### config.mk
export PLATFORM = sky130hd
export DESIGN_NAME = kernel_distribution_sequencer_flat
export DESIGN_NICKNAME = d
export VERILOG_FILES = /design/src/rtl/kernel_distribution_sequencer_if.sv /design/src/rtl/kernel_distribution_sequencer.sv /design/src/flat_wrapper.sv
export SDC_FILE = /design/constraint.sdc
export NUM_CORES = 1
export LEC_CHECK = 0
export ABC_AREA = 1
export CAP_MARGIN = 10
export CORE_ASPECT_RATIO = 0.5
export CORE_UTILIZATION = 51
export CTS_BUF_LIST = sky130_fd_sc_hd__clkbuf_8 sky130_fd_sc_hd__clkbuf_16
export CTS_CLUSTER_SIZE = 8
export DETAILED_ROUTE_END_ITERATION = 7
export GPL_TIMING_DRIVEN = 0
export HOLD_SLACK_MARGIN = 0.05
export PLACE_DENSITY = 0.82
export SKIP_LAST_GASP = 1
export SLEW_MARGIN = 20
export SYNTH_ARGS = -nofsm -noshare
export SYNTH_HDL_FRONTEND = slang
export SYNTH_SLANG_ARGS = --single-unit
### constraint.sdc
create_clock -name clk -period 1.91 [get_ports clk]
set_clock_uncertainty 0.1 [all_clocks]
set_input_delay 0.2865 -clock clk [delete_from_list [all_inputs] [get_ports clk]]
set_output_delay 0.2865 -clock clk [all_outputs]
set_load 0.02 [all_outputs]
### src/rtl/kernel_distribution_sequencer_if.sv
// Bundle of the handshake, config and kernel-buffer signals around the kernel
// distribution sequencer.
//   master : drives start/cfgTrc/cfgLen/opReady and observes the sequencer outputs
//   slave  : the sequencer itself
// Signals:
//   start    one-cycle pass request
//   cfgTrc   group size minus 1 (depth bits)
//   cfgLen   kernel addresses per bank (AW bits)
//   kbRdEn   kernel buffer read enable
//   kbAddr   kernel buffer read address
//   distCtrl {Trc, bankSelect} distributor control word
//   opValid  distributor beat valid
//   opReady  downstream accepts the beat
//   busy     sequencer is not idle
//   done     one-cycle end-of-pass pulse
interface kernel_distribution_sequencer_if #(
  parameter int unsigned depth = 2,
  parameter int unsigned AW    = 8
);
  logic               start;
  logic [depth-1:0]   cfgTrc;
  logic [AW-1:0]      cfgLen;
  logic               kbRdEn;
  logic [AW-1:0]      kbAddr;
  logic [2*depth-1:0] distCtrl;
  logic               opValid;
  logic               opReady;
  logic               busy;
  logic               done;

  modport master (
    output start, cfgTrc, cfgLen, opReady,
    input  kbRdEn, kbAddr, distCtrl, opValid, busy, done
  );

  modport slave (
    input  start, cfgTrc, cfgLen, opReady,
    output kbRdEn, kbAddr, distCtrl, opValid, busy, done
  );
endinterface

### src/rtl/kernel_distribution_sequencer.sv
// Kernel distribution sequencer: for one kernel-load pass, walks every kernel
// address (outer loop) and every bank of the selected group (inner loop),
// issuing kernel buffer reads and presenting the matching {Trc, bankSelect}
// control word one cycle later, aligned with the returned read data.
// Ports:
//   clk    rising-edge clock
//   reset  asynchronous active-high reset
//   bus    slave side of kernel_distribution_sequencer_if (config, kernel
//          buffer read port, distributor valid/ready output, busy/done)
module kernel_distribution_sequencer #(
  parameter int unsigned depth = 2,
  parameter int unsigned D     = 1 << depth,
  parameter int unsigned AW    = 8
) (
  input logic                             clk,
  input logic                             reset,
  kernel_distribution_sequencer_if.slave  bus
);

  // Bank index only ever needs to cover the D physical banks.
  localparam int unsigned BankW = (D > 1) ? $clog2(D) : 1;

  typedef enum logic [1:0] {StIdle, StRun, StDrain, StDone} state_e;

  state_e             state_q, state_d;
  logic [depth-1:0]   trc_q, trc_d;
  logic [AW-1:0]      len_q, len_d;
  logic [AW-1:0]      addr_q, addr_d;
  logic [BankW-1:0]   bank_q, bank_d;
  logic               opvalid_q;
  logic [2*depth-1:0] distctrl_q;

  logic adv;
  logic rd_en;
  logic bank_wrap;
  logic last_issue;

  always_comb begin
    state_d = state_q;
    trc_d   = trc_q;
    len_d   = len_q;
    addr_d  = addr_q;
    bank_d  = bank_q;

    // The output stage can take a new beat when empty or being drained.
    adv        = !opvalid_q || bus.opReady;
    rd_en      = (state_q == StRun) && adv;
    bank_wrap  = (depth'(bank_q) == trc_q);
    // len_q is never 0 in StRun, so len_q - 1 cannot wrap here.
    last_issue = rd_en && bank_wrap && (addr_q == len_q - AW'(1));

    unique case (state_q)
      StIdle: begin
        if (bus.start) begin
          trc_d   = bus.cfgTrc;
          len_d   = bus.cfgLen;
          addr_d  = '0;
          bank_d  = '0;
          state_d = (bus.cfgLen == '0) ? StDone : StRun;
        end
      end
      StRun: begin
        if (rd_en) begin
          if (bank_wrap) begin
            bank_d = '0;
            addr_d = addr_q + AW'(1);
          end else begin
            bank_d = bank_q + BankW'(1);
          end
          if (last_issue) begin
            state_d = StDrain;
          end
        end
      end
      StDrain: begin
        if (adv) begin
          state_d = StDone;
        end
      end
      StDone: begin
        state_d = StIdle;
      end
      default: begin
        state_d = StIdle;
      end
    endcase
  end

  always_ff @(posedge clk or posedge reset) begin
    if (reset) begin
      state_q <= StIdle;
      trc_q   <= '0;
      len_q   <= '0;
      addr_q  <= '0;
      bank_q  <= '0;
    end else begin
      state_q <= state_d;
      trc_q   <= trc_d;
      len_q   <= len_d;
      addr_q  <= addr_d;
      bank_q  <= bank_d;
    end
  end

  // Output stage: control word uses the pre-increment bank so it lines up
  // with the data returned for the read issued in the same cycle.
  always_ff @(posedge clk or posedge reset) begin
    if (reset) begin
      opvalid_q  <= 1'b0;
      distctrl_q <= '0;
    end else if (adv) begin
      opvalid_q  <= rd_en;
      distctrl_q <= {trc_q, depth'(bank_q)};
    end
  end

  assign bus.kbRdEn   = rd_en;
  assign bus.kbAddr   = addr_q;
  assign bus.distCtrl = distctrl_q;
  assign bus.opValid  = opvalid_q;
  assign bus.busy     = (state_q != StIdle);
  assign bus.done     = (state_q == StDone);

endmodule

### src/flat_wrapper.sv
// flat-port wrapper written by rule: the top's interface ports become plain ports
module kernel_distribution_sequencer_flat 
#(
  parameter int unsigned depth = 2,
  parameter int unsigned D     = 1 << depth,
  parameter int unsigned AW    = 8
)
  (clk, reset, bus_start, bus_cfgTrc, bus_cfgLen, bus_opReady, bus_kbRdEn, bus_kbAddr, bus_distCtrl, bus_opValid, bus_busy, bus_done);
  kernel_distribution_sequencer_if #(.depth(depth), .AW(AW)) bus_i ();
  input logic clk;
  input logic reset;
  input wire logic [$bits(bus_i.start)-1:0] bus_start;
  input wire logic [$bits(bus_i.cfgTrc)-1:0] bus_cfgTrc;
  input wire logic [$bits(bus_i.cfgLen)-1:0] bus_cfgLen;
  input wire logic [$bits(bus_i.opReady)-1:0] bus_opReady;
  output wire logic [$bits(bus_i.kbRdEn)-1:0] bus_kbRdEn;
  output wire logic [$bits(bus_i.kbAddr)-1:0] bus_kbAddr;
  output wire logic [$bits(bus_i.distCtrl)-1:0] bus_distCtrl;
  output wire logic [$bits(bus_i.opValid)-1:0] bus_opValid;
  output wire logic [$bits(bus_i.busy)-1:0] bus_busy;
  output wire logic [$bits(bus_i.done)-1:0] bus_done;
  assign bus_i.start = bus_start;
  assign bus_i.cfgTrc = bus_cfgTrc;
  assign bus_i.cfgLen = bus_cfgLen;
  assign bus_i.opReady = bus_opReady;
  assign bus_kbRdEn = bus_i.kbRdEn;
  assign bus_kbAddr = bus_i.kbAddr;
  assign bus_distCtrl = bus_i.distCtrl;
  assign bus_opValid = bus_i.opValid;
  assign bus_busy = bus_i.busy;
  assign bus_done = bus_i.done;
  kernel_distribution_sequencer #(.depth(depth), .D(D), .AW(AW)) u_core (.clk(clk), .reset(reset), .bus(bus_i));
endmodule
After elaboration in Yosys (flattened, before gate mapping):

Cells that the tools add are included.

* add/subtract/negate cells: 3
* equality and inequality tests: 10
* mux-type cells: 14
* reduce and logical (&&, ||, !) cells: 13

Operator list (count)
* 8-bit two-way mux: 3
* 2-bit two-way mux: 8
* 8-bit one-hot mux with 2 select lines: 1
* 8-bit by 1-bit adder with 8-bit output (second input constant): 1
* 8-bit == test: 1
* 8-bit zero test: 1
* 2-bit one-hot mux with 4 select lines: 1
* 4-bit AND reduction: 2
* 8-bit by 1-bit subtractor with 8-bit output (second input constant): 1
* 2-bit by 1-bit inequality test with 1-bit output (second input constant): 3
* 2-bit == test (second input constant): 2
* 2-bit inequality test (second input constant): 2
* 2-bit one-hot mux with 2 select lines: 1
* 2-bit nonzero test: 2
* 1-bit logical AND: 3
* 3-bit AND reduction: 1
* 2-bit by 1-bit adder with 2-bit output (second input constant): 1
* 2-bit by 1-bit == test with 1-bit output (second input constant): 1
* 2-bit == test: 1
* 2-bit zero test: 1
* 2-bit AND reduction: 1
* 1-bit zero test: 1
* 1-bit logical OR: 1

* register bits: 27
* input port bits: 14
* output and inout bits: 16
* logic and storage cells: 47

Longest topological paths before layout:

Gate-level depths: netlist of the first run.

* word-level depth: 8
* mapped depth: 14
* depth with buffers taken out: 14

Least setup slack after synthesis of the first run:

OpenSTA, ideal clock, no wires.

* path type: reg2reg
* start: register u_core.state_q[1]
* end: register u_core.state_q[0]
* setup time: 117 ps
* arrival: 1618 ps
* required time: 1693 ps
* setup slack: 76 ps
* cell stages (with the launch flop): 14
* path buffers: 0
* period minus slack after synthesis: 1834 ps
* path through: dfrtp_1 > inv_1 > ha_1 > inv_2 > a21oi_4 > nand3_1 > nor2_1 > nand3_1 > nor2_1 > nand2_1 > nand2_1 > nand2_1 > nand2_1 > nand2_1

* longest elaborated chain between the ends: 6
* elaborated cells on any way between the ends: 13
* classes of those cells: 7 x eq/ne; 1 x mux; 5 x reduce/logical

RTL lines
* from (decl): line kernel_distribution_sequencer.sv:25 `state_e state_q, state_d;`
* from (signal assigned): line kernel_distribution_sequencer.sv:91 `state_q <= StIdle;`
* from (signal assigned): line kernel_distribution_sequencer.sv:97 `state_q <= state_d;`
* 2-bit by 1-bit == test with 1-bit output (*): line kernel_distribution_sequencer.sv:47 `rd_en = (state_q == StRun) && adv;`
* 1-bit logical AND (*): line kernel_distribution_sequencer.sv:47
* named net bus_kbRdEn: line flat_wrapper.sv:16 `output wire logic [$bits(bus_i.kbRdEn)-1:0] bus_kbRdEn;`
* 1-bit logical AND (2 in a row): line kernel_distribution_sequencer.sv:50 `last_issue = rd_en && bank_wrap && (addr_q == len_q - AW'(1));`
* 2-bit by 1-bit inequality test with 1-bit output (no line)
* 4-bit AND reduction (no line) (*)

Mark *: on every way through the listed nets, which the timed path passes. The rest lies on a longest branch.
A chain may end at the register's enable or synchronous reset.

Final worst setup path of the first run:

* start: register u_core.state_q[0]
* end: output bus_busy

* longest elaborated chain between the ends: 1

RTL lines
* 2-bit nonzero test: line kernel_distribution_sequencer.sv:121 `assign bus.busy = (state_q != StIdle);`
* to (decl): line flat_wrapper.sv:20 `output wire logic [$bits(bus_i.busy)-1:0] bus_busy;`

Every way passes these cells.

==> flow_summary.toml, run 1 <==
[detailed_routing]
routed_via_density = 5.34
wl_per_cell_um = 13.5
drt-initial-drc-count = 161
drc = 0
vias = 1526
drt-pass1-iter-count = 5
antenna_left = 0
finalWirelength_um = 3870

[finish]
syn_to_final_growth_pct = 32.1
design_area_um2 = 2090
antenna_cells = 0
layout-drive-gt1-share_pct = 16.9
fin_nets = 270
fillers = 207

[clock_network]
htree_levels = 1
clk_path_buf_depth = 2
ctsRootBufferMaster = "clkbuf_8"
cts_tree = "yes"
cts.sink_count = 27
insertion_delay_ns = 0.28
clkTransAtPathRegs_ns = 0.10
cts_made_buffers = 3

[floorplan]
core_area_um2 = 2770
initial_core_util_pct = 57.3
die_area_um2 = 3350
die_h_um = 41.4
num_rows = 13
die_w_um = 80.8
ios = 30

[sta]
worst_pin_slew_ns = 0.572
rsz0062_at_grt = "yes"
fin_crit_sh_pct = 97.2
setup_viol = 0
finalCriticalPeriod_ns = 1.86
fmax_ghz = 0.539
fin_tns_setup_ns = 0
maxSlewViolCount = 0
hold_violations = 0
slew_headroom_pct = 61.8

[grt]
grt_pass1_wl_um = 6280
grt_pass1_vias = 1410
track_usage_pct = 24.5
grt_max_degree = 28
overflow = 0
antenna_found_initial = 0

[critical_path]
crit_chain = "inv_1, ha_1, inv_2, dlygate4sd2_1"
cp_top_family = "buffers and inverters"
endpoint_kind = "output port"
worstPathArrival_ns = 1.47
crit_path_max_incr_delay_ns = 0.42
crit_slowest_cell = "dfrtp_2"
path_max_fanout = 4
crit_required_ns = 1.52
crit_type = "flip-flop to output port"
cp-start-kind = "flip-flop"
crit_buf_inv = 3

[yosys]
synth_top_area_cell = "dfrtp_1"
synthCells = 206
yosysSeqAreaShare_pct = 42.6
synth_fp_nets = 226
synth_cell_type_count = 24
syn_area_um2 = 1590
ys_top_cells_by_area = "dfrtp_1, nand2_1, inv_1, nand3_1, ha_1"
synth.avg_cell_area_um2 = 7.70
ys_warn_count = 0
yosysTopAreaCellShare_pct = 42.6
ys_seq_elements = 27

[placement]
portBuffers = 29
hpwl_um = 2810
gp_congestion = 0.852
dpl_cell_area_um2 = 1920

[power]
p_leak_nw = 1.01
p_total_mw = 3.12
ir_drop_mv = 0.893
p_per_area_nw_per_um2 = 1490

[flow_run]
cap_violations = 0

[status]
status = "complete, no violations"

[worst_hold_path]
hold_path.class = "primary input to async pin"
layout by cell type (no fill, tap or decap), drive strengths merged, types with 2 or more instances in the layout:
master and count:
inv 27, mux2 3, nand4 4, clkbuf 5, nor4 2, a21oi 12, nor2 20, or2 2
nand3 17, nand2 58, o31ai 4, clkdlybuf4s50 26, dfrtp 27, buf 10, ha 6, o21ai 11
xnor2 3, xor2 5
flip-flops by register name, summed over array words and instances, names as in the netlist:
register	flops
u_core.bus.kbAddr	8
u_core.bus.distCtrl	4
u_core.bus.opValid	1
u_core.len_q	8
u_core.trc_q	2
u_core.state_q	2
u_core.bank_q	2
routing by layer:
layer	track usage (%)	share of wire, %
met5	0	0
met3	6.15	7.9
met1	34.4	45
met2	37.8	46
met4	5.71	0.70
report_power, final:
group / internal (mW) / switching [mW]
sequential: 0.791 / 0.211
clock: 0.147 / 0.185
combinational: 0.754 / 1.03
total: 1.69 / 1.43
worst paths after layout:
kind / slack, ns / cells past startpoint / end / start
worst max register to register: 0.06 / 13 / u_core.state_q[0] / u_core.state_q[1]
worst min register to register: 0.39 / 2 / u_core.bus.distCtrl[1] / u_core.bus.distCtrl[1]
worst min-delay path: 0.28 / 2 / u_core.bus.kbAddr[3] / reset
max in group asynchronous: 1.01 / 2 / u_core.state_q[0] / reset
min in group clk: 0.39 / 2 / u_core.bus.distCtrl[1] / u_core.bus.distCtrl[1]
worst max-delay path: 0.05 / 4 / bus_busy / u_core.state_q[0]
cell type report:
type	count	area [um2]	area share, %
buffer	1	5.00	0.239
clock buffer	3	41.3	1.97
clock inverter	1	5.00	0.239
inverter	27	109	5.20
multi-input combinational	151	850	40.6
sequential	27	677	32.3
tap	37	46.3	2.21
timing repair buffer	39	362	17.3
kinds of logic after synthesis:
logic type / Yosys count / share of synthesized area (%)
adders and majority gates: 6 / 4.74
xor gates and xnor gates: 8 / 4.42
and+or+nand+nor: 105 / 28.1
muxes: 3 / 2.13
buffers and inverters: 28 / 6.63
DFF: 27 / 42.6
AOI/OAI and AO/OA: 29 / 11.4
repair_timing:
action / 4_1_cts / 5_1_grt
gates resized for setup: 7 / 19
endpoints found under the setup margin: 8 / 19
buffers inserted: 2 / 8
gates cloned: 0 / 0
hold buffers: 0 / 0
pin swaps: 0 / 8
stage by stage:
step                      utilization, %  setup WS, ns  hold slack [ns]  cells
after global routing                75.7       -0.0850            0.350    286
after detailed placement            69.5        -0.269            0.374    272
after floorplan                        -        0.0755            0.239    206
final                               75.7        0.0538            0.280    286
after CTS                           72.2       -0.0385            0.396    278
after global placement              69.5        -0.240            0.365    272
Yosys cell counts:
cell type,number
nand2_1,56
dfrtp_1,27
inv_1,25
nor2_1,20
nand3_1,17
o21ai_0,11
a21oi_1,10
ha_1,6
xor2_1,5
nand4_1,4
o31ai_1,4
mux2_2,3
xnor2_1,3
inv_2,2
nand2_2,2
nor4_1,2
or2_2,2
a21oi_2,1
a21oi_4,1
clkbuf_1,1
nand3b_1,1
nor3_1,1
o21a_1,1
o22ai_2,1
Power figures use the tool's default switching activity.
==> inputs of run 2 (changes only) <==
--- a/config.mk
+++ b/config.mk
@@ -13,7 +13,7 @@
 export CTS_CLUSTER_SIZE = 8
 export DETAILED_ROUTE_END_ITERATION = 7
 export GPL_TIMING_DRIVEN = 0
-export HOLD_SLACK_MARGIN = 0.05
+export HOLD_SLACK_MARGIN = 0.06
 export PLACE_DENSITY = 0.82
 export SKIP_LAST_GASP = 1
 export SLEW_MARGIN = 20
==> results of run 2 <==
No change in the layout: final DEF, timing and power equal those of run 1.
==> inputs of run 3 (changes only) <==
--- a/config.mk
+++ b/config.mk
@@ -8,12 +8,13 @@
 export ABC_AREA = 1
 export CAP_MARGIN = 10
 export CORE_ASPECT_RATIO = 0.5
+export CORE_MARGIN = 8
 export CORE_UTILIZATION = 51
 export CTS_BUF_LIST = sky130_fd_sc_hd__clkbuf_8 sky130_fd_sc_hd__clkbuf_16
 export CTS_CLUSTER_SIZE = 8
 export DETAILED_ROUTE_END_ITERATION = 7
 export GPL_TIMING_DRIVEN = 0
-export HOLD_SLACK_MARGIN = 0.06
+export HOLD_SLACK_MARGIN = 0.08
 export PLACE_DENSITY = 0.82
 export SKIP_LAST_GASP = 1
 export SLEW_MARGIN = 20
==> run 3 against run 2 <==
Against the previous run:
- cell area up 1.7%
- total power rose by 5.0%
- clock power grew 2%
- sequential share of layout area down 0.59 points
- sequential cell count did not move
- die area is 57% higher
- via count grew 1.7%
- maximum frequency decreased by 2.8%
- wire length up 12%
- clock-buffer cell count unchanged
- final cell count up 1.7%
- setup slack worse by 0.053 ns
- critical endpoint is now u_core.state_q[0]
- largest cell class unchanged
==> flow_summary.toml, run 3 (synthesized netlist as in run 1, its figures left out) <==
[status]
status = "complete, no violations"

[sta]
setup_viol = 0
finalCriticalPeriod_ns = 1.91
fin_crit_sh_pct = 100
hold_violations = 0
fmax_ghz = 0.524
rsz0062_at_grt = "yes"
maxSlewViolCount = 0
worst_pin_slew_ns = 0.583
slew_headroom_pct = 61.0

[power]
p_leak_nw = 1.02
switching_share_pct = 45.8
comb_power_share_pct = 59.5
pwr-share-clk_pct = 10.3
intPower_mw = 1.77
ir_drop_mv = 0.886
p_seq_share_pct = 30.2
p_per_area_nw_per_um2 = 1540
p_switching_mw = 1.50

[floorplan]
core_area_um2 = 2980
num_rows = 14
initial_core_util_pct = 53.2
ios = 30
die_area_um2 = 5260
die_h_um = 55.4
die_w_um = 94.8

[critical_path]
crit_required_ns = 1.98
endpoint_kind = "flip-flop"
worstPathArrival_ns = 1.98
cp-start-kind = "flip-flop"
crit_type = "flip-flop to flip-flop"
path_max_fanout = 3

[detailed_routing]
antenna_left = 0
drt-initial-drc-count = 92
drc = 0
wl_per_cell_um = 14.9
top_layer_used = "met4"
route.met3.wl_um = 246
routed_via_density = 5.33
wl_met2_um = 2120
finalWirelength_um = 4340
drt-pass1-iter-count = 4
vias = 1552
wl_met1_um = 1860

[clock_network]
cts.sink_count = 27
htree_levels = 1
clk_path_buf_depth = 2
ctsRootBufferMaster = "clkbuf_8"
cts_made_buffers = 3
insertion_delay_ns = 0.28
clkTransAtPathRegs_ns = 0.10
cts_tree = "yes"

[placement]
hpwl_um = 2980
dpl_cell_area_um2 = 1930
portBuffers = 29
gp_congestion = 0.887

[finish]
antenna_cells = 0
fillers = 241
mostFrequentLayoutCells = "nand2_1, dfrtp_1, clkdlybuf4s50_1"
layout-drive-gt1-share_pct = 16.7
syn_to_final_growth_pct = 34.3
design_area_um2 = 2130
final_common_cell = "nand2_1"
fin_nets = 272
finish.utilization_pct = 71.5

[grt]
antenna_found_initial = 0
grt_max_degree = 28
grt_pass1_vias = 1436
grt_pass1_wl_um = 6530
track_usage_pct = 15.2
overflow = 0

[flow_run]
cap_violations = 0

[worst_hold_path]
hold_path.class = "primary input to async pin"
-- run 3: routing by layer --
layer	global-route usage, %	vias up
met5	0	-
met4	3.74	0
met3	3.63	13
li1	-	758
met2	25.3	56
met1	19.1	725
-- run 3: cell type report --
| class | instances | area [um2] | area share (%) |
|---|---|---|---|
| clock inverter | 1 | 5.00 | 0.235 |
| sequential | 27 | 676 | 31.7 |
| tap | 40 | 50.0 | 2.35 |
| buffer | 1 | 5.00 | 0.235 |
| clock buffer | 3 | 41.3 | 1.94 |
| inverter | 27 | 109 | 5.11 |
| timing repair buffer | 41 | 394 | 18.5 |
| multi-input combinational | 151 | 850 | 39.9 |
-- run 3: worst max-delay path, stage by stage, from the launching register on --
cell	delay, ns
dfrtp_1	0.42
inv_2	0.09
ha_4	0.16
inv_6	0.04
a21oi_4	0.16
nand3_2	0.10
nor2_2	0.12
nand3_1	0.08
nor2_1	0.12
nand2_1	0.09
nand2_2	0.11
nand2_2	0.06
nand2_1	0.08
nand2_1	0.07
-- run 3: metrics by stage --
step / TNS [ns] / instances / hold slack [ns] / total power, mW / worst slack, ns
after global placement: -0.611 / 275 / 0.368 / 2.44 / -0.242
after CTS: 0 / 283 / 0.398 / 2.92 / 0.00320
final: 0 / 291 / 0.304 / 3.28 / 0.000780
after floorplan: 0 / 206 / 0.239 / 2.01 / 0.0755
after global routing: -0.192 / 291 / 0.358 / 3.48 / -0.106
after detailed placement: -0.809 / 275 / 0.374 / 2.51 / -0.274
-- run 3: final timing paths --
kind	slack [ns]	depth (start not counted)	start	endpoint
min in group clk	0.39	2	u_core.bus.distCtrl[1]	u_core.bus.distCtrl[1]
max in group asynchronous	1.03	2	reset	u_core.len_q[5]
hold reg to reg	0.39	2	u_core.bus.distCtrl[1]	u_core.bus.distCtrl[1]
setup reg to reg	0.0008	13	u_core.state_q[1]	u_core.state_q[0]
setup / recovery	0.0008	13	u_core.state_q[1]	u_core.state_q[0]
hold / removal	0.30	2	reset	u_core.bus.kbAddr[4]
-- run 3: power by group through the flow --
stage / Combinational [mW] / Sequential [mW] / Clock, mW
6_report: 1.95 / 0.990 / 0.337
5_1_grt: 2.11 / 1.02 / 0.359
4_1_cts: 1.60 / 0.979 / 0.338
3_5_place_dp: 1.52 / 0.987 / 0
3_3_place_gp: 1.46 / 0.979 / 0
2_1_floorplan: 0.969 / 1.04 / 0
-- run 3: what timing repair did --
action                                  CTS  global route
pin swaps                                 0             7
setup buffers                             4             8
gates resized for setup                   8            16
endpoints found under the setup margin    8            15
hold buffers                              0             0
